==> src/rtl/chip8_pkg.sv <==
// chip8_pkg: shared CHIP-8 memory geometry, loader states and framing constants
package chip8_pkg;
  localparam int ADDR_W = 12;
  localparam int DATA_W = 8;
  localparam logic [ADDR_W-1:0] PROG_BASE = 12'h200;
  localparam logic [DATA_W-1:0] SYNC_BYTE = 8'hC8;
  typedef enum logic [2:0] {IDLE, LEN_H, LEN_L, DATA, CSUM} load_state_t;
endpackage

==> src/rtl/chip8_loader_timeout.sv <==
// chip8_loader_timeout: loadable up-counter with clear and terminal-count flag
module chip8_loader_timeout #(
  parameter int W  = 23,
  parameter int TC = 5_000_000
) (
  input  logic         clk,
  input  logic         rst,
  input  logic         clr,
  input  logic         en,
  input  logic         ld,
  input  logic [W-1:0] ld_val,
  output logic         tc
);
  logic [W-1:0] count;
  always_ff @(posedge clk)
    count <= (rst || clr) ? '0 : ld ? ld_val : en ? count + W'(1) : count;
  assign tc = count == W'(TC);
endmodule

==> src/rtl/chip8_rom_loader.sv <==
// chip8_rom_loader: framed serial program loader that owns CPU memory port A
module chip8_rom_loader #(
  parameter logic [chip8_pkg::ADDR_W-1:0] LOAD_BASE = chip8_pkg::PROG_BASE,
  parameter int                           MAX_LEN   = 3584,
  parameter logic [chip8_pkg::DATA_W-1:0] SYNC_BYTE = chip8_pkg::SYNC_BYTE,
  parameter int                           TIMEOUT   = 5_000_000
) (
  input  logic        clk,
  input  logic        rst,
  input  logic        rx_valid,
  input  logic [7:0]  rx_data,
  input  logic        cpu_en,
  input  logic        cpu_write,
  input  logic [11:0] cpu_addr,
  input  logic [7:0]  cpu_din,
  output logic        mem_en,
  output logic        mem_write,
  output logic [11:0] mem_addr,
  output logic [7:0]  mem_din,
  output logic        cpu_halt,
  output logic        load_done,
  output logic        load_err
);
  chip8_pkg::load_state_t state, state_n;
  logic [15:0] len, idx, len_full;
  logic [7:0]  sum, wr_data;
  logic [11:0] wr_addr;
  logic        wr_en, done, err, idle, to_hit, wr_fire, err_set, done_set, len_bad;
  assign idle     = state == chip8_pkg::IDLE;
  assign len_full = {len[15:8], rx_data};
  assign len_bad  = len_full == 16'd0 || len_full > 16'(MAX_LEN);
  chip8_loader_timeout #(.W(23), .TC(TIMEOUT)) u_timeout (
    .clk    (clk),
    .rst    (rst),
    .clr    (idle || rx_valid),
    .en     (!idle),
    .ld     (1'b0),
    .ld_val (23'd0),
    .tc     (to_hit)
  );
  // Timeout wins over a byte arriving in the same cycle.
  always_comb begin
    state_n  = state;
    wr_fire  = 1'b0;
    err_set  = 1'b0;
    done_set = 1'b0;
    if (!idle && to_hit) begin
      state_n = chip8_pkg::IDLE;
      err_set = 1'b1;
    end else if (rx_valid) begin
      case (state)
        chip8_pkg::IDLE:  state_n = (rx_data == SYNC_BYTE) ? chip8_pkg::LEN_H : chip8_pkg::IDLE;
        chip8_pkg::LEN_H: state_n = chip8_pkg::LEN_L;
        chip8_pkg::LEN_L: begin
          state_n = len_bad ? chip8_pkg::IDLE : chip8_pkg::DATA;
          err_set = len_bad;
        end
        chip8_pkg::DATA: begin
          wr_fire = 1'b1;
          state_n = (idx + 16'd1 == len) ? chip8_pkg::CSUM : chip8_pkg::DATA;
        end
        chip8_pkg::CSUM: begin
          state_n  = chip8_pkg::IDLE;
          done_set = rx_data == sum;
          err_set  = rx_data != sum;
        end
        default: state_n = chip8_pkg::IDLE;
      endcase
    end
  end
  always_ff @(posedge clk) begin
    if (rst) begin
      state   <= chip8_pkg::IDLE;
      len     <= '0;
      idx     <= '0;
      sum     <= '0;
      wr_en   <= 1'b0;
      wr_addr <= '0;
      wr_data <= '0;
      done    <= 1'b0;
      err     <= 1'b0;
    end else begin
      state <= state_n;
      wr_en <= wr_fire;
      done  <= done_set;
      if (idle && rx_valid && rx_data == SYNC_BYTE) begin
        err <= 1'b0;
        idx <= '0;
        sum <= '0;
      end else if (err_set) begin
        err <= 1'b1;
      end
      if (rx_valid && state == chip8_pkg::LEN_H) len[15:8] <= rx_data;
      if (rx_valid && state == chip8_pkg::LEN_L) len[7:0] <= rx_data;
      if (wr_fire) begin
        wr_addr <= LOAD_BASE + idx[11:0];
        wr_data <= rx_data;
        sum     <= sum + rx_data;
        idx     <= idx + 16'd1;
      end
    end
  end
  // A failed load keeps the CPU parked so it never runs a half-written image.
  assign cpu_halt  = !idle || err;
  assign mem_en    = cpu_halt ? wr_en : cpu_en;
  assign mem_write = cpu_halt ? wr_en : cpu_write;
  assign mem_addr  = cpu_halt ? wr_addr : cpu_addr;
  assign mem_din   = cpu_halt ? wr_data : cpu_din;
  assign load_done = done;
  assign load_err  = err;
endmodule
==> config.mk <==
export PLATFORM = sky130hd
export DESIGN_NAME = chip8_rom_loader
export DESIGN_NICKNAME = d
export VERILOG_FILES = /design/src/rtl/chip8_pkg.sv /design/src/rtl/chip8_loader_timeout.sv /design/src/rtl/chip8_rom_loader.sv
export SDC_FILE = /design/constraint.sdc
export NUM_CORES = 1
export LEC_CHECK = 0
export BUFFER_PORTS_ARGS = -buffer_cell sky130_fd_sc_hd__buf_2
export CAP_MARGIN = 20
export CORE_ASPECT_RATIO = 0.75
export CORE_MARGIN = 4
export CORE_UTILIZATION = 53
export DETAILED_ROUTE_END_ITERATION = 10
export HOLD_SLACK_MARGIN = 0.15
export PLACE_DENSITY = 0.77
export SYNTH_ARGS = -nofsm -noshare
export SYNTH_HDL_FRONTEND = slang
export SYNTH_HIERARCHICAL = 1
export SYNTH_SLANG_ARGS = --single-unit
==> constraint.sdc <==
create_clock -name clk -period 2.66 [get_ports clk]
set_clock_uncertainty 0.15 [all_clocks]
set_input_delay 0.266 -clock clk [delete_from_list [all_inputs] [get_ports clk]]
set_output_delay 0.266 -clock clk [all_outputs]
set_load 0.005 [all_outputs]
# Word level (Yosys, flattened, before mapping)
# Index checks and enable logic that the tools add are counted.
[word_totals]
reg_bits = 89
out_inout_bits = 25
[classes]
addsub = 4
order_cmp = 1
eq_ne = 9
mux = 18
n_bitwise = 2
reduce_logical = 16
[op_table]
columns = ["operator", "n"]
rows = [
  ["2-to-1 mux 16 bit", 2],
  ["2-to-1 mux 8 bit", 3],
  ["adder 23 x 1 -> 23 bit, second input constant", 1],
  ["== test 23 bit, second input constant", 1],
  ["adder 16 x 1 -> 16 bit, second input constant", 1],
  ["== test 16 bit", 1],
  ["> comparator 16 x 12 -> 1 bit, second input constant", 1],
  ["logical NOT 16 bit", 1],
  ["adder 10 x 12 -> 12 bit, first input constant", 1],
  ["2-to-1 mux 12 bit", 1],
  ["one-hot mux 3 bit (4 select lines)", 1],
  ["adder 8 bit", 1],
  ["== test 8 bit", 1],
  ["== test 8 bit, second input constant", 1],
  ["2-to-1 mux 1 bit", 8],
  ["!= test 8 bit", 1],
  ["== test 3 x 2 -> 1 bit, second input constant", 2],
  ["logical AND 1 bit", 5],
  ["logical OR 1 bit", 4],
  ["OR reduction 2 bit", 2],
  ["OR reduction 4 bit", 1],
  ["== test 3 x 1 -> 1 bit, second input constant", 1],
  ["== test 3 bit, second input constant", 1],
  ["logical NOT 3 bit", 1],
  ["6 further kinds", 7],
]

# Depth between registers and ports, before layout
[depth]
ltp_word = 5
mapped_depth = 11
depth_no_buf = 9

# Modules after synthesis
# The synthesis kept the hierarchy.
[by_module_without_submodules]
columns = ["module", "n_inst", "cells_per_inst", "area_per_inst_um2"]
rows = [
  ["chip8_rom_loader", 1, 478, 3818.7],
  ["chip8_loader_timeout", 1, 177, 1416.4],
]

# Worst setup path before layout
# No wires, ideal clock.
[synth_path]
kind = "register -> register"
startpoint = "register u_timeout.count[6]"
endpoint = "register wr_addr[9]"
setup_time_ns = 0.128
t_arrival_ns = 2.378
required_time_ns = 2.382
setup_slack_ns = 0.005
stages_incl_launch_ff = 11
path_buffers = 3
period_less_slack_ns = 2.655
cell_sequence = "dfxtp_1 -> nor4b_1 -> nand4_1 -> nor4_1 -> or2_2 -> clkbuf_1 -> clkbuf_1 -> buf_1 -> nor2_1 -> a21oi_1 -> nor2_1"
[synth_via]
elab_chain_cells = 3
[synth_rtl]
columns = ["item", "line", "text"]
rows = [
  ["start, declared", "chip8_loader_timeout.sv:14", "logic [W-1:0] count;"],
  ["start signal, assigned", "chip8_loader_timeout.sv:16", "count <= (rst || clr) ? '0 : ld ? ld_val : en ? count + W'(1) : count;"],
  ["== test 23 bit", "chip8_loader_timeout.sv:17", "assign tc = count == W'(TC);"],
  ["named net to_hit", "chip8_rom_loader.sv:28", "logic wr_en, done, err, idle, to_hit, wr_fire, err_set, done_set, len_bad;"],
  ["logical AND 1 bit", "chip8_rom_loader.sv:47", "if (!idle && to_hit) begin"],
  ["2-to-1 mux 1 bit", "chip8_rom_loader.sv:47", ""],
  ["end signal, assigned", "chip8_rom_loader.sv:96", "wr_addr <= LOAD_BASE + idx[11:0];"],
  ["end, declared", "chip8_rom_loader.sv:27", "logic [11:0] wr_addr;"],
]
# The timed path passes the listed nets, and every way through them passes these cells.
# A chain may end at the register's enable or synchronous reset.

# Final worst setup path
[layout_path]
startpoint = "register idx[10]"
endpoint = "register state[1]"
[layout_via]
elab_chain_cells = 4
[layout_rtl]
columns = ["item", "line", "text"]
rows = [
  ["start, declared", "chip8_rom_loader.sv:25", "logic [15:0] len, idx, len_full;"],
  ["start signal, assigned", "chip8_rom_loader.sv:99", "idx <= idx + 16'd1;"],
  ["adder 16 x 1 -> 16 bit", "chip8_rom_loader.sv:60", "state_n = (idx + 16'd1 == len) ? chip8_pkg::CSUM : chip8_pkg::DATA;"],
  ["== test 16 bit", "chip8_rom_loader.sv:60", ""],
  ["2-to-1 mux 3 bit", "chip8_rom_loader.sv:60", ""],
  ["one-hot mux 3 bit (4 select lines)", "chip8_rom_loader.sv:51", "case (state)"],
  ["end signal, assigned", "chip8_rom_loader.sv:73", "state <= chip8_pkg::IDLE;"],
  ["end signal, assigned", "chip8_rom_loader.sv:83", "state <= state_n;"],
  ["end, declared", "chip8_rom_loader.sv:24", "chip8_pkg::load_state_t state, state_n;"],
]
# No other way between the ends.

==> flow_metrics.tcl <==
set metrics [dict create \
    core_region_area_sq_mm 0.00966 \
    avgSynthCellArea_sq_um 7.99 \
    r2r-start "idx[10]$_SDFFE_PP0P_" \
    synth_area_sq_mm 0.00524 \
    gp_congestion 0.875 \
    port_buffers 57 \
    ioPinCount 58 \
    route.detailed.drc 0 \
    yosysTopAreaCellShare 0.340 \
    synth_area_leaders "dfxtp_1 (34%), nand2_1 (7.3%), a21oi_1 (7.0%), mux2_2 (4.3%), xnor2_1 (3.7%)" \
    yosysMostFrequentCell "nand2_1" \
    maxCapViolCount 0 \
    htreeDepth 3 \
    yosysTopAreaCell "dfxtp_1" \
    postSynthCellCount 655 \
    clock_path_buffers 2 \
    period_minus_slack_ps 2600 \
    dr.pass1.iters 5 \
    synth_commonest_cells "nand2_1 (102), dfxtp_1 (89), a21oi_1 (73)" \
    ys.flop_type "dfxtp_1" \
    fmax_mhz 384 \
    setup_viol 0 \
    worstHoldStart "rx_data[6]" \
    cp_data_required_time_ps 2720 \
    synth_edf_count 0 \
    grt_pass1_wl_um 22600 \
    std_cell_rows 31 \
    routed_wl_um 14000 \
    internal-power_w 0.00206 \
    grt_usage 0.245 \
    powerDensity_mw_per_mm2 447 \
    power_frac_comb 0.055 \
    p_switching_w 0.000697 \
    first_global_vias 4632 \
    drv_slew 0 \
    async_reset_ff_frac 0 \
    hold_viol 0 \
    status "finished, final reports clean" \
    worstMarginPinSlew_ps 652 \
    pwr-share-clk 0.462 \
    clock_sinks 89 \
    wl_per_cell_um 16.0 \
    ys_seq_elements 89 \
    met3_length_um 937 \
    layout-drive-gt1-share 0.203 \
    met2_length_um 6310 \
    area_growth_pct 17.9 \
    synthDistinctLibCells 70 \
    fp.dieW_um 123 \
    ant_nets 0 \
    layout.cells.non_filler 875 \
    sw_frac_of_total 0.253 \
    post-route-period-util 0.979 \
    critPathLaunchType "flip-flop" \
    path_clk_slew_ps 70 \
    die_h_um 94.1 \
    initial_core_util 0.542 \
    antenna_found_initial 0 \
    relSlewSlack 0.566 \
    fillers 826 \
    p_seq_frac 0.483 \
    wl_met1_um 6550 \
    root_buffer "clkbuf_16" \
    setup-tns-final_ps 0 \
    cp_max_fo 6 \
    die_area_sq_mm 0.0115 \
    yosysSeqAreaShare 0.340 \
    vias 5100 \
    grt_max_degree 39 \
    vdd_drop_max_uv 334 \
    cts_buffers 9 \
    setup.worst_path.class "reg2reg" \
    postCtsSetupBuffers 0 \
    nets 783 \
    cts_tree "yes" \
    diodes 0 \
    dpl.cell_count 852 \
    arrival_ps 2670 \
    dp_hpwl_um 9900 \
    hp-class "in2reg" \
    overflow 0 \
    cp-end-kind "flip-flop" \
    first_iter_violations 400 \
    dr.max_layer_used "met4" \
    clock_latency_ps 350 \
    crit_start "idx[10]$_SDFFE_PP0P_" \
    synth_warnings 6 \
    routed_via_density 5.83 \
    leakagePower_nw 2.37 \
]
[metal layers]
metal | vias up | track usage
met3 | 12 | 0.0403
met1 | 2405 | 0.366
met2 | 192 | 0.362
met4 | 0 | 0.0690
li1 | 2491 | -
met5 | - | 0
[repair_timing]
action | CTS | global route
hold buffers | 7 | 0
resized for setup | 0 | 6
endpoints found under the hold margin | 18 | 0
endpoints found under the setup margin | 0 | 5
[cells in the final DEF (no fill, tap or decap), types with 6 or more instances in the layout]
cell,count
dlygate4sd3_1,7
a31oi_1,11
a211oi_1,6
buf_4,25
clkbuf_16,9
nor3_1,10
buf_2,57
conb_1,25
nand4_1,19
a21oi_1,72
inv_1,21
mux2_2,20
nand2_1,102
nor4_1,12
nor2_1,46
xor2_1,14
dfxtp_1,89
nand3_1,11
xnor2_1,22
nand3b_1,7
o21ai_0,35
nand2b_1,7
ha_1,11
[power groups by stage]
stage	logic [W]	clock network (W)	registers, W
4_1_cts	0.000146	0.00128	0.00133
3_5_place_dp	0.000137	0	0.00136
2_1_floorplan	0.0000755	0	0.00136
6_report	0.000152	0.00127	0.00133
3_3_place_gp	0.000135	0	0.00136
5_1_grt	0.000166	0.00134	0.00133
[layout make-up]
| cell class | count | area (sq um) | share of cell area |
|---|---|---|---|
| Inverter | 21 | 78.8 | 0.0128 |
| Tap cell | 132 | 165 | 0.0268 |
| Clock inverter | 7 | 71.3 | 0.0116 |
| Sequential cell | 89 | 1780 | 0.289 |
| Multi-Input combinational cell | 526 | 3280 | 0.531 |
| Clock buffer | 9 | 225 | 0.0365 |
| Timing Repair Buffer | 91 | 574 | 0.0930 |
[critical path, cell delays in order (launching register included)]
cell and delay, ps:
dfxtp_1 450, ha_1 290, nand3_1 260, a311o_1 360
a311oi_2 240, a31oi_1 80, nor4_2 480, a31oi_1 150
[through the flow]
step | instance area [sq um] | total power [W] | worst slack [ps] | utilization | hold slack (ps)
5_1_grt | 6170 | 0.00284 | -4.52 | 0.639 | 233
3_5_place_dp | 5780 | 0.00150 | 146 | 0.598 | 298
3_3_place_gp | 5780 | 0.00150 | 252 | 0.598 | 291
6_report | 6170 | 0.00276 | 55.4 | 0.639 | 220
4_1_cts | 6150 | 0.00276 | 83.3 | 0.636 | 203
2_1_floorplan | 5330 | 0.00144 | 4.62 | - | 249
[logic make-up after synthesis]
group | share of synthesized area
mux | 0.0526
other cells | 0.000716
xor+xnor | 0.0602
compound gates | 0.194
fa+ha+maj | 0.0301
buf+inv | 0.0564
flops | 0.340
simple gates | 0.266
[worst paths after layout]
kind,to,cells after the start,slack (ps)
min,wr_data[6]$_SDFFE_PP0P_,4,220
max,state[1]$_SDFFE_PP0P_,7,60
min reg2reg,wr_addr[8]$_SDFFE_PP0P_,2,300
max reg2reg,state[1]$_SDFFE_PP0P_,7,60
[registers in the layout, indices dropped and copies added (netlist names)]
name             count
wr_addr             12
wr_data              8
u_timeout/count     23
load_err             1
state                3
sum                  8
load_done            1
len                 16
idx                 16
wr_en                1
Power figures use the tool's default switching activity.
